$ cat src/rtl/spi_byte_frontend.sv
// SPI mode-0 byte front end: synchronises the SPI pins onto clk, assembles
// MOSI bytes MSB first and serialises readout bytes onto MISO.
module spi_byte_frontend #(
  parameter int SYNC_STAGES = 2
) (
  input  logic       clk,
  input  logic       rst,
  input  logic       sck_i,
  input  logic       csb_i,
  input  logic       mosi_i,
  output logic       miso_o,
  output logic [7:0] rx_byte,
  output logic       rx_valid,
  output logic       rx_first,
  output logic       rx_abort,
  output logic       tx_req,
  input  logic [7:0] tx_data,
  output logic       busy
);

  typedef enum logic [1:0] {WAIT_IDLE, IDLE, ACTIVE} state_e;

  // Flush window after reset: the synchronizers hold their reset values for
  // SYNC_STAGES cycles, so WAIT_IDLE must not trust csb_s until real pin
  // values have propagated through.
  localparam int FW = $clog2(SYNC_STAGES + 2) + 1;

  logic [SYNC_STAGES-1:0] sck_sync_q, csb_sync_q, mosi_sync_q;
  logic                   sck_d_q, csb_d_q;
  logic                   sck_s, csb_s, mosi_s;
  logic                   sck_rise, sck_fall, csb_rise, csb_fall;

  state_e      state_q;
  logic [FW-1:0] flush_q;
  logic        flush_done;
  logic [2:0]  bit_cnt_q;
  logic [7:0]  rx_shift_q, tx_shift_q, tx_next_q, rx_byte_q;
  logic        rx_valid_q, rx_first_q, rx_abort_q, tx_req_q;
  logic        first_flag_q, load_first_q, load_next_q, done_q;

  assign sck_s  = sck_sync_q[SYNC_STAGES-1];
  assign csb_s  = csb_sync_q[SYNC_STAGES-1];
  assign mosi_s = mosi_sync_q[SYNC_STAGES-1];

  assign sck_rise = sck_s & ~sck_d_q;
  assign sck_fall = ~sck_s & sck_d_q;
  assign csb_rise = csb_s & ~csb_d_q;
  assign csb_fall = ~csb_s & csb_d_q;

  assign flush_done = (flush_q == FW'(SYNC_STAGES + 1));

  // Pin synchronizers plus one history flop for edge detection on SCK/CSB.
  always_ff @(posedge clk) begin
    if (rst) begin
      sck_sync_q  <= '0;
      csb_sync_q  <= '1;
      mosi_sync_q <= '0;
      sck_d_q     <= 1'b0;
      csb_d_q     <= 1'b1;
    end else begin
      sck_sync_q  <= {sck_sync_q[SYNC_STAGES-2:0], sck_i};
      csb_sync_q  <= {csb_sync_q[SYNC_STAGES-2:0], csb_i};
      mosi_sync_q <= {mosi_sync_q[SYNC_STAGES-2:0], mosi_i};
      sck_d_q     <= sck_s;
      csb_d_q     <= csb_s;
    end
  end

  // Frame FSM with the rx/tx shift datapath and registered strobes.
  always_ff @(posedge clk) begin
    if (rst) begin
      state_q      <= WAIT_IDLE;
      flush_q      <= '0;
      bit_cnt_q    <= '0;
      rx_shift_q   <= '0;
      tx_shift_q   <= '0;
      tx_next_q    <= '0;
      rx_byte_q    <= '0;
      rx_valid_q   <= 1'b0;
      rx_first_q   <= 1'b0;
      rx_abort_q   <= 1'b0;
      tx_req_q     <= 1'b0;
      first_flag_q <= 1'b0;
      load_first_q <= 1'b0;
      load_next_q  <= 1'b0;
      done_q       <= 1'b0;
    end else begin
      rx_valid_q <= 1'b0;
      rx_abort_q <= 1'b0;
      tx_req_q   <= 1'b0;
      done_q     <= 1'b0;
      // Readout byte is always presented one clk after the request.
      if (tx_req_q) tx_next_q <= tx_data;
      unique case (state_q)
        WAIT_IDLE: begin
          if (!flush_done) flush_q <= flush_q + FW'(1);
          else if (csb_s)  state_q <= IDLE;
        end
        IDLE: begin
          if (csb_fall) begin
            state_q      <= ACTIVE;
            bit_cnt_q    <= '0;
            first_flag_q <= 1'b1;
            tx_req_q     <= 1'b1;
            load_first_q <= 1'b1;
          end
        end
        ACTIVE: begin
          if (csb_rise) begin
            // End of frame beats any same-cycle SCK edge; partial byte dropped.
            state_q      <= IDLE;
            rx_abort_q   <= (bit_cnt_q != 3'd0);
            load_first_q <= 1'b0;
            load_next_q  <= 1'b0;
          end else begin
            if (load_first_q) begin
              tx_shift_q   <= tx_data;
              load_first_q <= 1'b0;
            end
            if (done_q) begin
              rx_valid_q   <= 1'b1;
              rx_byte_q    <= rx_shift_q;
              rx_first_q   <= first_flag_q;
              first_flag_q <= 1'b0;
              tx_req_q     <= 1'b1;
              load_next_q  <= 1'b1;
            end
            if (sck_rise) begin
              rx_shift_q <= {rx_shift_q[6:0], mosi_s};
              bit_cnt_q  <= bit_cnt_q + 3'd1;
              if (bit_cnt_q == 3'd7) done_q <= 1'b1;
            end
            if (sck_fall) begin
              if (load_next_q) begin
                tx_shift_q  <= tx_next_q;
                load_next_q <= 1'b0;
              end else begin
                tx_shift_q  <= {tx_shift_q[6:0], 1'b0};
              end
            end
          end
        end
        default: state_q <= WAIT_IDLE;
      endcase
    end
  end

  // MISO idles high, including the single cycle before the first byte loads.
  assign miso_o   = (state_q == ACTIVE && !load_first_q) ? tx_shift_q[7] : 1'b1;
  assign busy     = (state_q == ACTIVE);
  assign rx_byte  = rx_byte_q;
  assign rx_valid = rx_valid_q;
  assign rx_first = rx_first_q;
  assign rx_abort = rx_abort_q;
  assign tx_req   = tx_req_q;

endmodule

$ cat config.mk
export PLATFORM = sky130hd
export DESIGN_NAME = spi_byte_frontend
export DESIGN_NICKNAME = d
export VERILOG_FILES = /design/src/rtl/spi_byte_frontend.sv
export SDC_FILE = /design/constraint.sdc
export NUM_CORES = 1
export LEC_CHECK = 0
export BUFFER_PORTS_ARGS = -buffer_cell sky130_fd_sc_hd__buf_2
export CAP_MARGIN = 20
export CORE_ASPECT_RATIO = 1.4
export CORE_MARGIN = 2
export CORE_UTILIZATION = 61
export DETAILED_ROUTE_END_ITERATION = 16
export PLACE_DENSITY = 0.79
export RECOVER_POWER = 25
export SLEW_MARGIN = 20
export SYNTH_ARGS = -nofsm -noshare
export SYNTH_HDL_FRONTEND = slang
export SYNTH_SLANG_ARGS = --single-unit
$ cat constraint.sdc
create_clock -name clk -period 2.22 [get_ports clk]
set_input_delay 0.444 -clock clk [delete_from_list [all_inputs] [get_ports clk]]
set_output_delay 0.444 -clock clk [all_outputs]
set_load 0.01 [all_outputs]
* After elaboration in Yosys (flattened, before gate mapping) *
Cells that the tools add are included.

storage, ports and cells
  bits in registers = 56
  logic and storage cells = 89

operators by class
  add/subtract/negate cells = 2
  equal/unequal tests = 11
  muxes and demuxes = 27
  bitwise logic cells = 12
  reductions and logical operators = 17

operators by type and width
  operator                                                          count
  8-bit 2-to-1 mux                                                  3
  1-bit 2-to-1 mux                                                  12
  4-bit AND reduction                                               3
  3-bit 2-to-1 mux                                                  3
  3-bit AND reduction                                               3
  2-bit 2-to-1 mux                                                  4
  2-bit != test (second input constant)                             4
  1-bit inverter                                                    8
  3-bit by 1-bit adder with 3-bit output (second input constant)    2
  2-bit by 1-bit != test with 1-bit output (second input constant)  3
  1-bit one-hot mux with 2 select lines                             3
  2-bit one-hot mux with 3 select lines                             1
  3-bit one-hot mux with 2 select lines                             1
  1-bit bitwise AND                                                 4
  2-bit AND reduction                                               2
  2-bit nonzero test                                                2
  4-bit OR reduction                                                1
  3-bit by 2-bit == test with 1-bit output (second input constant)  1
  3-bit == test (second input constant)                             1
  3-bit nonzero test                                                1
  3-bit OR reduction                                                1
  2-bit by 1-bit == test with 1-bit output (second input constant)  1
  2-bit == test (second input constant)                             1
  2-bit logical NOT                                                 1
  other kinds (3)                                                   3

* Longest topological paths before layout *
  depth in word-level cells = 5
  depth in mapped cells = 7
  gate-level depth less buffers = 6

* Least setup slack after synthesis *
No wires, ideal clock.

  path type = register to register
  start point = register state_q[0]
  end point = register bit_cnt_q[0]
  library setup time = 87 ps
  arrival = 1,515 ps
  path slack = 618 ps
  stages on the path, launching flop included = 7
  path buffers = 1
  period minus slack after synthesis = 1,602 ps
  cell sequence = dfxtp_1 -> inv_1 -> ha_1 -> buf_2 -> mux2i_1 -> or4_1 -> o31ai_1

on the way
  word-level cells in the longest chain between the ends = 3
  elaborated cells on any way between the ends = 8
  classes of those cells = eq/ne (5); mux (1); reduce/logical (2)

ends and longest elaborated chain
  element                                                       RTL line  RTL
  start, declared                                               33        state_e state_q;
  start signal, assigned                                        72        state_q <= WAIT_IDLE;
  start signal, assigned                                        97        else if (csb_s) state_q <= IDLE;
  start signal, assigned                                        101       state_q <= ACTIVE;
  2-bit == test (*)                                             --
  named net busy                                                18        output logic busy
  2-bit != test (no source line), or another cell as far along  --
  4-bit AND reduction (no source line)                          --
  end signal, assigned                                          130       bit_cnt_q <= bit_cnt_q + 3'd1;
  end, declared                                                 36        logic [2:0] bit_cnt_q;

The timed path passes the listed nets; every way through them passes the cells marked *.
A chain may end at the register's enable or synchronous reset.

* Worst setup path in the final report *
  start point = register state_q[0]
  end point = output miso_o

on the way
  word-level cells in the longest chain between the ends = 3

ends and longest elaborated chain
  element            RTL line  RTL
  2-bit == test      149       assign miso_o = (state_q == ACTIVE && !load_first_q) ? tx_shift_q[7] : 1'b1;
  1-bit logical AND  149
  1-bit 2-to-1 mux   149
  end, declared      11        output logic miso_o,

No other way between the ends.

==> results.sh <==
export IMPL_drive_above_1_share_pct=16.29
export IMPL_worstSetupPathType="flip-flop to output port"
export IMPL_cts_htree_levels=2
export IMPL_slew_hr_pct=31.91
export IMPL_yosysUniqueCellTypes=35
export IMPL_finalWeightedCongestion=0.7269
export IMPL_worst_setup_path_start_kind="flip-flop"
export IMPL_grt_use_total_pct=18.84
export IMPL_slew_violations=0
export IMPL_cts_num_sinks=56
export IMPL_clock_latency_of_the_later_clocked_register_in_the_worst_skew_pair_ns=0.30
export IMPL_area_delta_synth_final_pct=10.89
export IMPL_tightest_slew_ns=1.021
export IMPL_cts_buffers_inserted=5
export IMPL_timing_final_setup_violations=0
export IMPL_ant_nets=0
export IMPL_synth_edf_count=0
export IMPL_sequential_cell_area_fraction_in_the_yosys_report_pct=48.07
export IMPL_vias=1642
export IMPL_synth_area_leaders="dfxtp_1, mux2i_1, nor2_1"
export IMPL_grt_pass1_vias=1527
export IMPL_min_delay_path_class="input port to flip-flop"
export IMPL_synthesis_yosys_warnings=0
export IMPL_antenna_cells=0
export IMPL_rsz0062_at_grt="no"
export IMPL_io_pins=27
export IMPL_synthesis_nets=263
export IMPL_totalWireLength_um=3839
export IMPL_synth_most_common_cell="dfxtp_1"
export IMPL_ir_drop_mv=0.7297
export IMPL_total_leakage_power_nw=1.121
export IMPL_drt_drc_violations_left=0
export IMPL_powerDensity_nw_per_um2=809.4
export IMPL_fin_nets=286
export IMPL_detail_route_first_pass_iterations=4
export IMPL_ys_seq_elements=56
export IMPL_fin_setup_tns_ns=0
export IMPL_row_count=26
export IMPL_end_kind="output port"
export IMPL_floorplan_die_width_um=56.26
export IMPL_critical_path_arrival_ns=1.64
export IMPL_antenna_violations_before_repair=0
export IMPL_grt_pass1_wl_um=6568
export IMPL_largest_area_contributor_in_the_netlist="dfxtp_1"
export IMPL_number_of_buffers_inserted_by_hold_repair_at_cts=0
export IMPL_vias_per_cell=5.366
export IMPL_maxCapViolations=0
export IMPL_critical_path_peak_fanout=6
export IMPL_synth_top_cells_by_count="dfxtp_1, nor2_1, mux2i_1"
export IMPL_worst_clock_skew_ns=0.006352
export IMPL_post_synth_top_area_fraction_pct=48.07
export IMPL_cts_clk_slew_worst_paths_ns=0.09
export IMPL_syn_area_um2=2332
export IMPL_grt_max_degree=27
export IMPL_cts_tree="yes"
export IMPL_ys_async_sr_fraction_pct=0
export IMPL_gr_total_overflow=0
export IMPL_fp_coreArea_um2=3643
export IMPL_io_buffer_count=26
export IMPL_fillers=316
export IMPL_chipHeight_um=77.16
export IMPL_detail_placement_hpwl_um=2745
export IMPL_final_core_util_pct=70.98
export IMPL_timing_final_crit_share_pct=93.86
export IMPL_status="completed"
export IMPL_initial_core_utilization_pct=64.01
export IMPL_cts_repair_resize_count=0
export IMPL_area_enclosed_by_the_die_boundary_um2=4341
export IMPL_hold_violations=0
export IMPL_routedWlPerCell_um=12.55
export IMPL_required_ns=1.78
export IMPL_fmax_mhz=479.9
export IMPL_synth_cells=240
export IMPL_cts_buffer_depth=2
export IMPL_final_period_minus_worst_setup_slack_ns=2.084
export IMPL_dr_first_iter_drc_count=42
export IMPL_avgSynthCellArea_um2=9.718
export IMPL_synthFlopType="dfxtp_1"
export IMPL_cts_root_buffer_cell="clkbuf_8"
export IMPL_regToRegSetupSlack_ns=0.45
export IMPL_cts_setup_buffers=0
[path summary, 6_finish.rpt]
| path | to | cells past startpoint | from |
|---|---|---|---|
| min reg2reg | csb_sync_q[1] | 1 | csb_sync_q[0] |
| min | csb_sync_q[0] | 2 | csb_i |
| max | miso_o | 4 | state_q[0] |
| max reg2reg | bit_cnt_q[0] | 5 | state_q[0] |
[state kept, by name, indices dropped and copies added, names as in the netlist, 2 cells and up]
name,flops
bit_cnt_q,3
csb_sync_q,2
flush_q,3
mosi_sync_q,2
rx_byte,8
rx_shift_q,8
sck_sync_q,2
state_q,2
tx_next_q,8
tx_shift_q,8
[layer usage]
metal	vias to the layer above	wire length, um	track usage, %
met5	-	0	0
met4	0	36	6.190
met3	4	157	5.059
met2	32	1902	31.88
met1	754	1743	22.96
li1	852	-	-
[critical path, stage by stage, from the launching register on]
cell     delay, ns
dfxtp_1       0.34
inv_1         0.12
ha_1          0.27
or3b_2        0.47
buf_2         0.15
[placed cells by master (no fill, tap or decap), types with 2 or more instances in the layout]
cell and n:
nand2b_1 14, or4_1 2, clkbuf_8 6, buf_2 25, clkbuf_1 4, o31ai_1 2
o22ai_1 7, nor2_1 39, ha_1 10, dfxtp_1 56, mux2i_1 35, a21oi_1 11
inv_1 6, nand3_1 3, nor3_1 2, nor2b_1 9, nand2_1 10, or2_2 4
[area by class of cell]
class	count	area, um2	share of cell area, %
sequential	56	1121	43.35
clock inverter	2	38.79	1.500
tap	42	52.55	2.032
inverter	6	22.52	0.8708
clock buffer	6	82.58	3.193
multi-input combinational	164	1121	43.35
timing repair buffer	30	147.6	5.709
[report_power, final]
| group | internal (W) | switching [W] |
|---|---|---|
| sequential | 0.00106 | 0.0000302 |
| combinational | 0.000149 | 0.000178 |
| clock | 0.000369 | 0.000311 |
[stage by stage]
stage	hold WS (ns)	instances	total power, W	setup WS, ns	cell area, um2
final	0.3195	306	0.002093	0.1363	2586
after global routing	0.3115	306	0.002204	0.03955	2586
after CTS	0.3081	306	0.002113	0.1254	2599
after detailed placement	0.3981	298	0.001439	0.4694	2477
after global placement	0.3914	298	0.001426	0.4982	2477
after floorplan	0.3895	240	0.001367	0.6180	2332
[cell families after synthesis]
| group | count (synthesis) | synth area share, % |
|---|---|---|
| compound gates | 30 | 8.584 |
| buf+inv | 20 | 3.862 |
| xor+xnor | 1 | 0.3756 |
| mux | 35 | 15.02 |
| simple gates | 88 | 18.72 |
| fa+ha+maj | 10 | 5.365 |
| flops | 56 | 48.07 |
Note: power is estimated with default switching activity, not from simulation.
